$ cat src/rtl/cpu_pkg.sv
// cpu_pkg: shared types for the ALU flag/condition path.
//   cond_t    - the 16 condition codes of the instruction encoding
//   flags_t   - architectural status flags, packed as {n,z,v,c}
//   cond_pass - evaluates a condition code against a flag set
package cpu_pkg;

    typedef enum logic [3:0] {
        COND_EQ = 4'h0, COND_NE = 4'h1, COND_CS = 4'h2, COND_CC = 4'h3,
        COND_MI = 4'h4, COND_PL = 4'h5, COND_VS = 4'h6, COND_VC = 4'h7,
        COND_HI = 4'h8, COND_LS = 4'h9, COND_GE = 4'hA, COND_LT = 4'hB,
        COND_GT = 4'hC, COND_LE = 4'hD, COND_AL = 4'hE, COND_NV = 4'hF
    } cond_t;

    typedef struct packed {
        logic n;
        logic z;
        logic v;
        logic c;
    } flags_t;

    function automatic logic cond_pass(input cond_t cc, input flags_t f);
        logic res;
        case (cc)
            COND_EQ: res = f.z;
            COND_NE: res = !f.z;
            COND_CS: res = f.c;
            COND_CC: res = !f.c;
            COND_MI: res = f.n;
            COND_PL: res = !f.n;
            COND_VS: res = f.v;
            COND_VC: res = !f.v;
            COND_HI: res = f.c && !f.z;
            COND_LS: res = !f.c || f.z;
            COND_GE: res = (f.n == f.v);
            COND_LT: res = (f.n != f.v);
            COND_GT: res = !f.z && (f.n == f.v);
            COND_LE: res = f.z || (f.n != f.v);
            COND_AL: res = 1'b1;
            default: res = 1'b0;  // COND_NV
        endcase
        return res;
    endfunction

endpackage

$ cat src/rtl/alu_commit_fifo.sv
// alu_commit_fifo: 2-entry in-order valid/ready buffer.
//   clk, rst              - clock, synchronous active-high reset
//   in_valid/in_ready     - push side; in_ready depends only on stored state
//   in_data [WIDTH-1:0]   - pushed word
//   out_valid/out_ready   - pop side; head is driven straight from storage
//   out_data [WIDTH-1:0]  - head word (zero while empty)
module alu_commit_fifo #(
    parameter int WIDTH = 33
) (
    input  logic             clk,
    input  logic             rst,
    input  logic             in_valid,
    output logic             in_ready,
    input  logic [WIDTH-1:0] in_data,
    output logic             out_valid,
    input  logic             out_ready,
    output logic [WIDTH-1:0] out_data
);

    logic [1:0][WIDTH-1:0] mem_q, mem_d;
    logic                  wr_ptr_q, wr_ptr_d;
    logic                  rd_ptr_q, rd_ptr_d;
    logic [1:0]            count_q, count_d;
    logic                  push, pop;

    // in_ready comes from count_q alone, so out_ready never reaches it
    // combinationally: a pop while full frees the slot for the next cycle.
    assign in_ready  = (count_q != 2'd2);
    assign out_valid = (count_q != 2'd0);
    assign out_data  = out_valid ? mem_q[rd_ptr_q] : '0;

    assign push = in_valid && in_ready;
    assign pop  = out_valid && out_ready;

    always_comb begin
        mem_d    = mem_q;
        wr_ptr_d = wr_ptr_q;
        rd_ptr_d = rd_ptr_q;
        count_d  = count_q;
        if (push) begin
            mem_d[wr_ptr_q] = in_data;
            wr_ptr_d        = !wr_ptr_q;
        end
        if (pop) begin
            rd_ptr_d = !rd_ptr_q;
        end
        case ({push, pop})
            2'b10:   count_d = count_q + 2'd1;
            2'b01:   count_d = count_q - 2'd1;
            default: count_d = count_q;
        endcase
    end

    always_ff @(posedge clk) begin
        if (rst) begin
            mem_q    <= '0;
            wr_ptr_q <= 1'b0;
            rd_ptr_q <= 1'b0;
            count_q  <= 2'd0;
        end else begin
            mem_q    <= mem_d;
            wr_ptr_q <= wr_ptr_d;
            rd_ptr_q <= rd_ptr_d;
            count_q  <= count_d;
        end
    end

endmodule

$ cat src/rtl/alu_flag_commit.sv
// alu_flag_commit: consumer of the ALU result/flag interface.
// Evaluates the instruction condition against the architectural NZVC flags,
// commits the ALU flags when the condition passes and set_flags is asserted,
// and forwards {result, pass} through a 2-entry buffer.
//   clk, rst                      - clock, synchronous active-high reset
//   in_valid/in_ready             - ALU side handshake
//   resultado [N-1:0]             - ALU result
//   banNegativo/Cero/Desborde/Acarreo - ALU N/Z/V/C flags
//   cond [3:0], set_flags         - condition code, flag-update request
//   out_valid/out_ready           - writeback side handshake
//   out_resultado [N-1:0]         - head result
//   out_ejecutar                  - head condition passed (commit) / failed (annul)
//   flags_q [3:0]                 - architectural flags {N,Z,V,C}
//   anulados [CNT_W-1:0]          - saturating count of annulled ops
module alu_flag_commit
    import cpu_pkg::*;
#(
    parameter int N     = 32,
    parameter int CNT_W = 16
) (
    input  logic             clk,
    input  logic             rst,
    input  logic             in_valid,
    output logic             in_ready,
    input  logic [N-1:0]     resultado,
    input  logic             banNegativo,
    input  logic             banCero,
    input  logic             banDesborde,
    input  logic             banAcarreo,
    input  logic [3:0]       cond,
    input  logic             set_flags,
    output logic             out_valid,
    input  logic             out_ready,
    output logic [N-1:0]     out_resultado,
    output logic             out_ejecutar,
    output logic [3:0]       flags_q,
    output logic [CNT_W-1:0] anulados
);

    logic [3:0]       flags_d;
    logic [CNT_W-1:0] anulados_q, anulados_d;
    logic             xfer, pass;
    logic [N:0]       fifo_out;

    assign anulados = anulados_q;
    assign xfer     = in_valid && in_ready;

    // Evaluated on the current register, so each transfer sees the flags
    // written by the one before it with no bubble.
    assign pass = cond_pass(cond_t'(cond), flags_t'(flags_q));

    always_comb begin
        flags_d    = flags_q;
        anulados_d = anulados_q;
        if (xfer) begin
            if (pass && set_flags) begin
                flags_d = {banNegativo, banCero, banDesborde, banAcarreo};
            end
            if (!pass && (anulados_q != {CNT_W{1'b1}})) begin
                anulados_d = anulados_q + 1'b1;
            end
        end
    end

    always_ff @(posedge clk) begin
        if (rst) begin
            flags_q    <= 4'b0000;
            anulados_q <= '0;
        end else begin
            flags_q    <= flags_d;
            anulados_q <= anulados_d;
        end
    end

    alu_commit_fifo #(
        .WIDTH(N + 1)
    ) u_fifo (
        .clk      (clk),
        .rst      (rst),
        .in_valid (in_valid),
        .in_ready (in_ready),
        .in_data  ({resultado, pass}),
        .out_valid(out_valid),
        .out_ready(out_ready),
        .out_data (fifo_out)
    );

    assign out_resultado = fifo_out[N:1];
    assign out_ejecutar  = fifo_out[0];

endmodule

$ cat config.mk
export PLATFORM = sky130hd
export DESIGN_NAME = alu_flag_commit
export DESIGN_NICKNAME = d
export VERILOG_FILES = /design/src/rtl/cpu_pkg.sv /design/src/rtl/alu_commit_fifo.sv /design/src/rtl/alu_flag_commit.sv
export SDC_FILE = /design/constraint.sdc
export NUM_CORES = 1
export LEC_CHECK = 0
export ABC_AREA = 0
export BUFFER_PORTS_ARGS = -buffer_cell sky130_fd_sc_hd__clkbuf_2
export CAP_MARGIN = 15
export CELL_PAD_IN_SITES_DETAIL_PLACEMENT = 1
export CELL_PAD_IN_SITES_GLOBAL_PLACEMENT = 1
export CORE_ASPECT_RATIO = 1.2
export CORE_MARGIN = 3
export CORE_UTILIZATION = 44
export CTS_BUF_LIST = sky130_fd_sc_hd__clkbuf_4 sky130_fd_sc_hd__clkbuf_8
export CTS_CLUSTER_SIZE = 10
export DETAILED_ROUTE_END_ITERATION = 10
export HOLD_SLACK_MARGIN = 0.02
export PLACE_DENSITY = 0.95
export SLEW_MARGIN = 20
export SYNTH_ARGS = -nofsm -noshare
export SYNTH_HDL_FRONTEND = slang
export SYNTH_SLANG_ARGS = --single-unit
$ cat constraint.sdc
create_clock -name clk -period 4.2 [get_ports clk]
set_clock_uncertainty 0.1 [all_clocks]
set_input_delay 0 -clock clk [delete_from_list [all_inputs] [get_ports clk]]
set_output_delay 0 -clock clk [all_outputs]
set_load 0.1 [all_outputs]
==> results of run 1 <==
==> through the flow <==
step | area (µm²) | hold WS, ns | util, %
finish | 5409 | 0.03044 | 58.34
floorplan | 4279 | 0.03596 | -
global placement | 4801 | 0.1362 | 51.78
global route | 5409 | 0.08079 | 58.34
detailed placement | 4801 | 0.1476 | 51.78
CTS | 5409 | 0.02787 | 58.34
==> metal layers <==
metal  GRT usage, %  up-vias
met5              0        -
met4          10.91        0
met3          3.826       31
met2          48.13      106
met1          29.87     2111
li1               -     2056
==> worst paths after layout <==
kind / endpoint / depth (start not counted)
max: flags_q[1] / 7
min: flags_q[3] / 5
max reg2reg: flags_q[1] / 7
min reg2reg: u_fifo.mem_q[19] / 2
==> flip-flops by register name (all words and copies together), names as in the netlist <==
name / flops
u_fifo.mem_q: 66
anulados: 16
flags_q: 4
u_fifo.count_q: 2
u_fifo.rd_ptr_q: 1
u_fifo.wr_ptr_q: 1
==> cells in the mapped netlist, types with 2 or more instances <==
cell / count
sky130_fd_sc_hd__and3_1: 3
sky130_fd_sc_hd__ha_1: 2
sky130_fd_sc_hd__nand2_1: 139
sky130_fd_sc_hd__o31ai_1: 7
sky130_fd_sc_hd__buf_4: 2
sky130_fd_sc_hd__buf_6: 3
sky130_fd_sc_hd__nand3_1: 9
sky130_fd_sc_hd__or4b_1: 2
sky130_fd_sc_hd__and2_1: 3
sky130_fd_sc_hd__inv_1: 5
sky130_fd_sc_hd__clkbuf_1: 30
sky130_fd_sc_hd__or3_1: 3
sky130_fd_sc_hd__nor2_1: 52
sky130_fd_sc_hd__nor3_1: 4
sky130_fd_sc_hd__xor2_1: 3
sky130_fd_sc_hd__mux2i_1: 37
sky130_fd_sc_hd__nand4_1: 3
sky130_fd_sc_hd__o41ai_1: 2
sky130_fd_sc_hd__nor4b_1: 2
sky130_fd_sc_hd__dfxtp_1: 90
sky130_fd_sc_hd__buf_2: 2
sky130_fd_sc_hd__nor2b_1: 5
sky130_fd_sc_hd__or4_1: 8
sky130_fd_sc_hd__mux2_1: 2
sky130_fd_sc_hd__a21oi_1: 77
sky130_fd_sc_hd__xnor2_1: 2
sky130_fd_sc_hd__o21ai_0: 4
sky130_fd_sc_hd__mux2_2: 2
sky130_fd_sc_hd__nand3b_1: 2
sky130_fd_sc_hd__nand2b_1: 4
sky130_fd_sc_hd__a211oi_2: 2
==> cells in the final DEF, fill, tap and decap left out, drive strengths merged, types with 2 or more instances in the layout <==
master,n
or4,8
and3,3
dlygate4sd3,40
o31ai,8
nor4,2
nand2,140
dfxtp,90
nor2,52
inv,6
nand2b,4
a21oi,77
nand4,3
nand3b,2
buf,7
or4b,2
nand3,10
a211oi,2
mux2,4
o21ai,4
mux2i,38
xnor2,2
clkbuf,111
xor2,3
nor4b,3
and2,4
nor3,4
or3,3
nor2b,5
ha,2
o41ai,2
==> worst max-delay path, delay by kind of cell, from the launching register on <==
family | cells | cell delay, ns
AO/OA/AOI/OAI | 3 | 0.80
buffers and inverters | 1 | 0.58
flip-flops | 1 | 0.53
multiplexers | 1 | 0.24
AND/OR/NAND/NOR | 2 | 0.18
==> cell type report <==
| type | instances | area, µm² |
|---|---|---|
| clock buffers | 13 | 172.7 |
| clock inverters | 2 | 35.03 |
| fillers | 1146 | 3862 |
| inverters | 6 | 22.52 |
| multi-input cells | 402 | 2285 |
| flip-flops and latches | 90 | 1803 |
| well taps | 120 | 150.1 |
| repair buffers | 145 | 940.9 |
==> cell families (layout without fill, tap and decap cells) <==
logic type               after synthesis  count (layout)  share of synthesized area (%)
flip-flops                            90              90                          42.11
AND/OR/NAND/NOR                      249             249                          26.40
AO/OA/AOI/OAI                        104             104                          15.03
XOR/XNOR                               5               5                          1.024
adder cells (fa/ha/maj)                2               2                         0.5847
buffers and inverters                 44             166                          4.620
multiplexers                          42              42                          10.23
==> where the power goes <==
part           internal, W  switching [W]  leakage, nW
Sequential        0.000941       0.000130        0.734
Combinational     0.000289       0.000889         1.26
Clock             0.000327       0.000306        0.109
==> timing repair <==
item,in CTS,in global routing
hold endpoints to repair,69,0
hold buffers,40,0
endpoints found under the setup margin,0,0
==> insert_results.sql, run 1 <==
INSERT INTO impl_metrics (metric_group, metric, value, unit) VALUES
('clocking', 'cts_tree', 'yes', ''),
('synthesis', 'synth_area_per_cell', '7.983', 'µm²'),
('sta', 'finalSetupViolCount', '0', ''),
('placed_design', 'dp_hpwl', '8380', 'µm'),
('pwr', 'power_density', '532.8', 'nW/µm²'),
('clocking', 'clock-sinks', '90', ''),
('final_layout', 'drive_above_1_share', '21.28', '%'),
('synthesis', 'yosys.cell_types.count', '56', ''),
('worst_setup_path', 'critical_path.reg2reg.startpoint', 'flags_q[1]', ''),
('sta', 'achievable-frequency', '387.5', 'MHz'),
('sta', 'worst_slew_margin_rel', '21.80', '%'),
('floorplan', 'rows', '38', ''),
('synthesis', 'ff_latch_count_synth', '90', ''),
('clocking', 'clk_path_buf_depth', '2', ''),
('floorplan', 'core', '9271', 'µm²'),
('synthesis', 'synth_cells', '536', ''),
('worst_setup_path', 'max_stage_delay', '0.58', 'ns'),
('synthesis', 'synth_ff_type', 'sky130_fd_sc_hd__dfxtp_1', ''),
('detailed_routing', 'vias_per_std_cell', '5.532', ''),
('worst_setup_path', 'crit_slowest_cell', 'sky130_fd_sc_hd__dlygate4sd3_1', ''),
('detailed_routing', 'wl_met2', '7317', 'µm'),
('sta', 'slew_violations', '0', ''),
('detailed_routing', 'route.met3.wl', '517', 'µm'),
('detailed_routing', 'routed.top_layer', 'met4', ''),
('outcome', 'run_status', 'complete, no violations', ''),
('floorplan', 'die_w', '96.03', 'µm'),
('floorplan', 'die-area', '10950', 'µm²'),
('final_layout', 'final-instance-count-excl-fill', '778', ''),
('clocking', 'post-cts-setup-buffers', '0', ''),
('synthesis', 'netlist.area_leader.share', '42.11', '%'),
('worst_setup_path', 'worstPathRequired', '4.32', 'ns'),
('sta', 'tns', '0', 'ns'),
('detailed_routing', 'drt_drc_violations_left', '0', ''),
('final_layout', 'antenna_cells_inserted', '0', ''),
('hold_path', 'worstHoldPathType', 'primary input to flop', ''),
('clocking', 'clock_latency', '0.36', 'ns'),
('global_route', 'grt_antenna_before_repair', '0', ''),
('synthesis', 'synth.yosys.seq_area_share', '42.11', '%'),
('global_route', 'grt_pass1_vias', '4672', ''),
('clocking', 'clockRootBuffer', 'sky130_fd_sc_hd__clkbuf_8', ''),
('worst_setup_path', 'end_kind', 'flop', ''),
('placed_design', 'post-place-ws', '1.876', 'ns'),
('detailed_routing', 'via_count', '4304', ''),
('detailed_routing', 'route.layer.met1.wl', '5761', 'µm'),
('pwr', 'ir_worst_vdd', '0.4349', 'mV'),
('placed_design', 'gp_congestion', '0.7939', ''),
('placed_design', 'io_buffer_count', '99', ''),
('detailed_routing', 'initialDrtViolationCount', '165', ''),
('synthesis', 'yosys_warnings', '0', ''),
('final_layout', 'finalNetCount', '701', ''),
('job', 'cap_violations', '0', ''),
('worst_setup_path', 'r2r_slack', '1.62', 'ns'),
('clocking', 'clk_pin_slew', '0.10', 'ns'),
('sta', 'worst-slew-pin-transition', '1.173', 'ns'),
('detailed_routing', 'drt-pass1-iter-count', '4', ''),
('clocking', 'post_cts_resize_count', '0', ''),
('synthesis', 'synthArstFlopShare', '0', '%'),
('hold_path', 'timing.hold.worst.start', 'set_flags', ''),
('floorplan', 'initial_core_utilization', '46.15', '%'),
('sta', 'finalCritPeriodShare', '61.45', '%'),
('detailed_routing', 'finalWirelength', '14010', 'µm'),
('worst_setup_path', 'crit_type', 'flop to flop', ''),
('worst_setup_path', 'crit_path_start_kind', 'flop', ''),
('sta', 'tmin_final', '2.581', 'ns'),
('synthesis', 'netlist.top_cell.by_area', 'sky130_fd_sc_hd__dfxtp_1', ''),
('synthesis', 'ys_top_cells_by_area', 'sky130_fd_sc_hd__dfxtp_1, sky130_fd_sc_hd__nand2_1, sky130_fd_sc_hd__a21oi_1, sky130_fd_sc_hd__mux2i_1, sky130_fd_sc_hd__nor2_1', ''),
('floorplan', 'pin_count', '100', ''),
('sta', 'rsz_0062_raised_after_global_routing', 'no', ''),
('pwr', 'total_power', '0.002882', 'W'),
('sta', 'final-hold-violation-count', '0', ''),
('pwr', 'cellLeakagePower', '2.102', 'nW');
(Power assumes the default switching activity.)
==> run 2, diff against run 1 <==
- CORE_UTILIZATION: 44 -> 37
- PLACE_DENSITY: 0.95 -> 0.88
- clock period: 4.2 -> 2.1 ns (I/O delays scaled with it)
==> insert_results.sql, run 2 (synthesis results as in run 1) <==
INSERT INTO impl_metrics (metric_group, metric, value, unit) VALUES
('final_layout', 'antenna_cells_inserted', '0', ''),
('pwr', 'power_density', '1056', 'nW/µm²'),
('global_route', 'grt_remaining_overflow', '0', ''),
('hold_path', 'worstHoldPathType', 'primary input to flop', ''),
('detailed_routing', 'drt_drc_violations_left', '0', ''),
('worst_setup_path', 'end_kind', 'flop', ''),
('global_route', 'track_usage', '22.89', '%'),
('final_layout', 'num-fill-cells', '1317', ''),
('sta', 'finalSetupViolCount', '9', ''),
('floorplan', 'core', '11140', 'µm²'),
('final_layout', 'final_common_cell', 'sky130_fd_sc_hd__nand2_1', ''),
('sta', 'achievable-frequency', '466.7', 'MHz'),
('job', 'cap_violations', '0', ''),
('placed_design', 'dp_hpwl', '9186', 'µm'),
('final_layout', 'drive_above_1_share', '35.91', '%'),
('clocking', 'clock_latency', '0.37', 'ns'),
('final_layout', 'finish.utilization', '55.72', '%'),
('sta', 'rsz_0062_raised_after_global_routing', 'yes', ''),
('floorplan', 'rows', '42', ''),
('sta', 'worst-slew-pin-transition', '1.008', 'ns'),
('sta', 'final-hold-violation-count', '0', ''),
('placed_design', 'placed_cell_area', '5329', 'µm²'),
('detailed_routing', 'vias_per_std_cell', '5.299', ''),
('sta', 'tmin_final', '2.143', 'ns'),
('clocking', 'cts_tree', 'yes', ''),
('global_route', 'grt_pass1_vias', '4914', ''),
('final_layout', 'synthesis_to_layout_area_growth', '45.06', '%'),
('worst_setup_path', 'crit_path_start_kind', 'flop', ''),
('pwr', 'cellLeakagePower', '2.325', 'nW'),
('floorplan', 'pin_count', '100', ''),
('detailed_routing', 'initialDrtViolationCount', '161', ''),
('clocking', 'clk_pin_slew', '0.10', 'ns'),
('clocking', 'clockRootBuffer', 'sky130_fd_sc_hd__clkbuf_8', ''),
('sta', 'fin_hold_ws', '0.1303', 'ns'),
('global_route', 'first_pass_grt_wire_length', '23810', 'µm'),
('clocking', 'cts_htree_levels', '3', ''),
('sta', 'finalCritPeriodShare', '102.0', '%'),
('worst_setup_path', 'crit_fanout', '6', ''),
('outcome', 'run_status', 'finished, violations left', ''),
('detailed_routing', 'drtAntennaViolNets', '0', ''),
('final_layout', 'largest_reg_flops', '66', ''),
('worst_setup_path', 'crit_type', 'flop to flop', ''),
('pwr', 'ir_worst_vdd', '0.9281', 'mV'),
('sta', 'worst_slew_margin_rel', '32.79', '%'),
('placed_design', 'io_buffer_count', '99', ''),
('detailed_routing', 'routed_wire_length_per_instance', '17.99', 'µm'),
('sta', 'tns', '-0.2113', 'ns'),
('floorplan', 'die_w', '104.2', 'µm'),
('clocking', 'cts_buffers', '9', ''),
('outcome', 'violations', 'setup timing', ''),
('final_layout', 'finalNetCount', '727', ''),
('detailed_routing', 'finalWirelength', '15100', 'µm'),
('final_layout', 'largest-register', 'u_fifo.mem_q', ''),
('clocking', 'clock-sinks', '90', ''),
('sta', 'final_critical_path_setup_slack', '-0.04282', 'ns'),
('global_route', 'grt_antenna_before_repair', '0', ''),
('global_route', 'grt_start_max_net_pins', '49', ''),
('worst_setup_path', 'worstPathRequired', '2.30', 'ns'),
('detailed_routing', 'drt-pass1-iter-count', '4', ''),
('final_layout', 'most-common-layout-cells', 'sky130_fd_sc_hd__nand2_1, sky130_fd_sc_hd__clkbuf_2, sky130_fd_sc_hd__a21oi_1', ''),
('pwr', 'total_power', '0.006553', 'W'),
('floorplan', 'die-area', '12900', 'µm²'),
('detailed_routing', 'via_count', '4446', ''),
('final_layout', 'non_filler_cell_area_final', '6207', 'µm²'),
('placed_design', 'gp_congestion', '0.8417', ''),
('floorplan', 'initial_core_utilization', '38.41', '%'),
('clocking', 'clk_path_buf_depth', '2', ''),
('worst_setup_path', 'worst_ep_arrival_time', '2.34', 'ns'),
('sta', 'slew_violations', '0', ''),
('floorplan', 'fp.dieH', '123.8', 'µm');
run 2: cell count changes in the layout (fill, tap and decap cells not counted), moves of 11 or more:
cell,change
sky130_fd_sc_hd__nor2_4,+24
sky130_fd_sc_hd__dfxtp_2,+11
sky130_fd_sc_hd__nor2_1,-29
sky130_fd_sc_hd__buf_4,+22
sky130_fd_sc_hd__dfxtp_4,+11
sky130_fd_sc_hd__dfxtp_1,-22
run 2: critical path, stage by stage, from the launching register on:
cell and delay, ns:
sky130_fd_sc_hd__dfxtp_4 0.38, sky130_fd_sc_hd__ha_4 0.17, sky130_fd_sc_hd__nand4_1 0.14, sky130_fd_sc_hd__nor4_2 0.09, sky130_fd_sc_hd__nor4_4 0.26, sky130_fd_sc_hd__buf_4 0.19
sky130_fd_sc_hd__nand2b_1 0.11, sky130_fd_sc_hd__or4_1 0.50, sky130_fd_sc_hd__a21oi_2 0.13
run 2: worst paths after layout:
check,from,end,slack (ns),cells after the start
max,anulados[0],anulados[10],-0.04,8
min,in_valid,anulados[5],0.13,5
max reg2reg,anulados[0],anulados[10],-0.04,8
min reg2reg,u_fifo.mem_q[27],u_fifo.mem_q[27],0.36,2
run 2: repair_timing:
item | 4_1_cts | 5_1_grt
endpoints found under the setup margin | 8 | 22
resized for setup | 5 | 18
hold buffers | 38 | 0
pin swaps | 6 | 6
endpoints found under the hold margin | 69 | 0
setup buffers | 9 | 5
gates cloned | 2 | 0
run 2: report_power, final:
part           switching, W  total, W  leakage, nW  internal [W]
registers          0.000142   0.00203        0.748       0.00188
logic               0.00221   0.00305         1.45      0.000838
clock network      0.000648   0.00148        0.127      0.000828
run 2: layer usage:
layer / part of all wire [%] / up-vias / GRT usage [%]
li1: - / 2114 / -
met1: 39 / 2198 / 24.22
met2: 55 / 107 / 45.04
met3: 3.2 / 27 / 4.044
met4: 2.3 / 0 / 9.227
met5: 0 / - / 0
run 2: area by class of cell:
cell class	count	area, µm²	share of cell area (%)
Clock buffer	10	137.6	2.217
Inverter	6	26.28	0.4233
Tap cell	154	192.7	3.104
Multi-Input combinational cell	404	2699	43.48
Sequential cell	90	1858	29.93
Timing Repair Buffer	169	1181	19.03
Clock inverter	6	112.6	1.814
run 2: metrics by stage:
stage	setup slack (ns)	std cells
after floorplan	-0.1968	536
after global placement	0.01273	769
after detailed placement	-0.08032	769
after CTS	-0.02384	834
after global routing	-0.1684	839
final	-0.04282	839
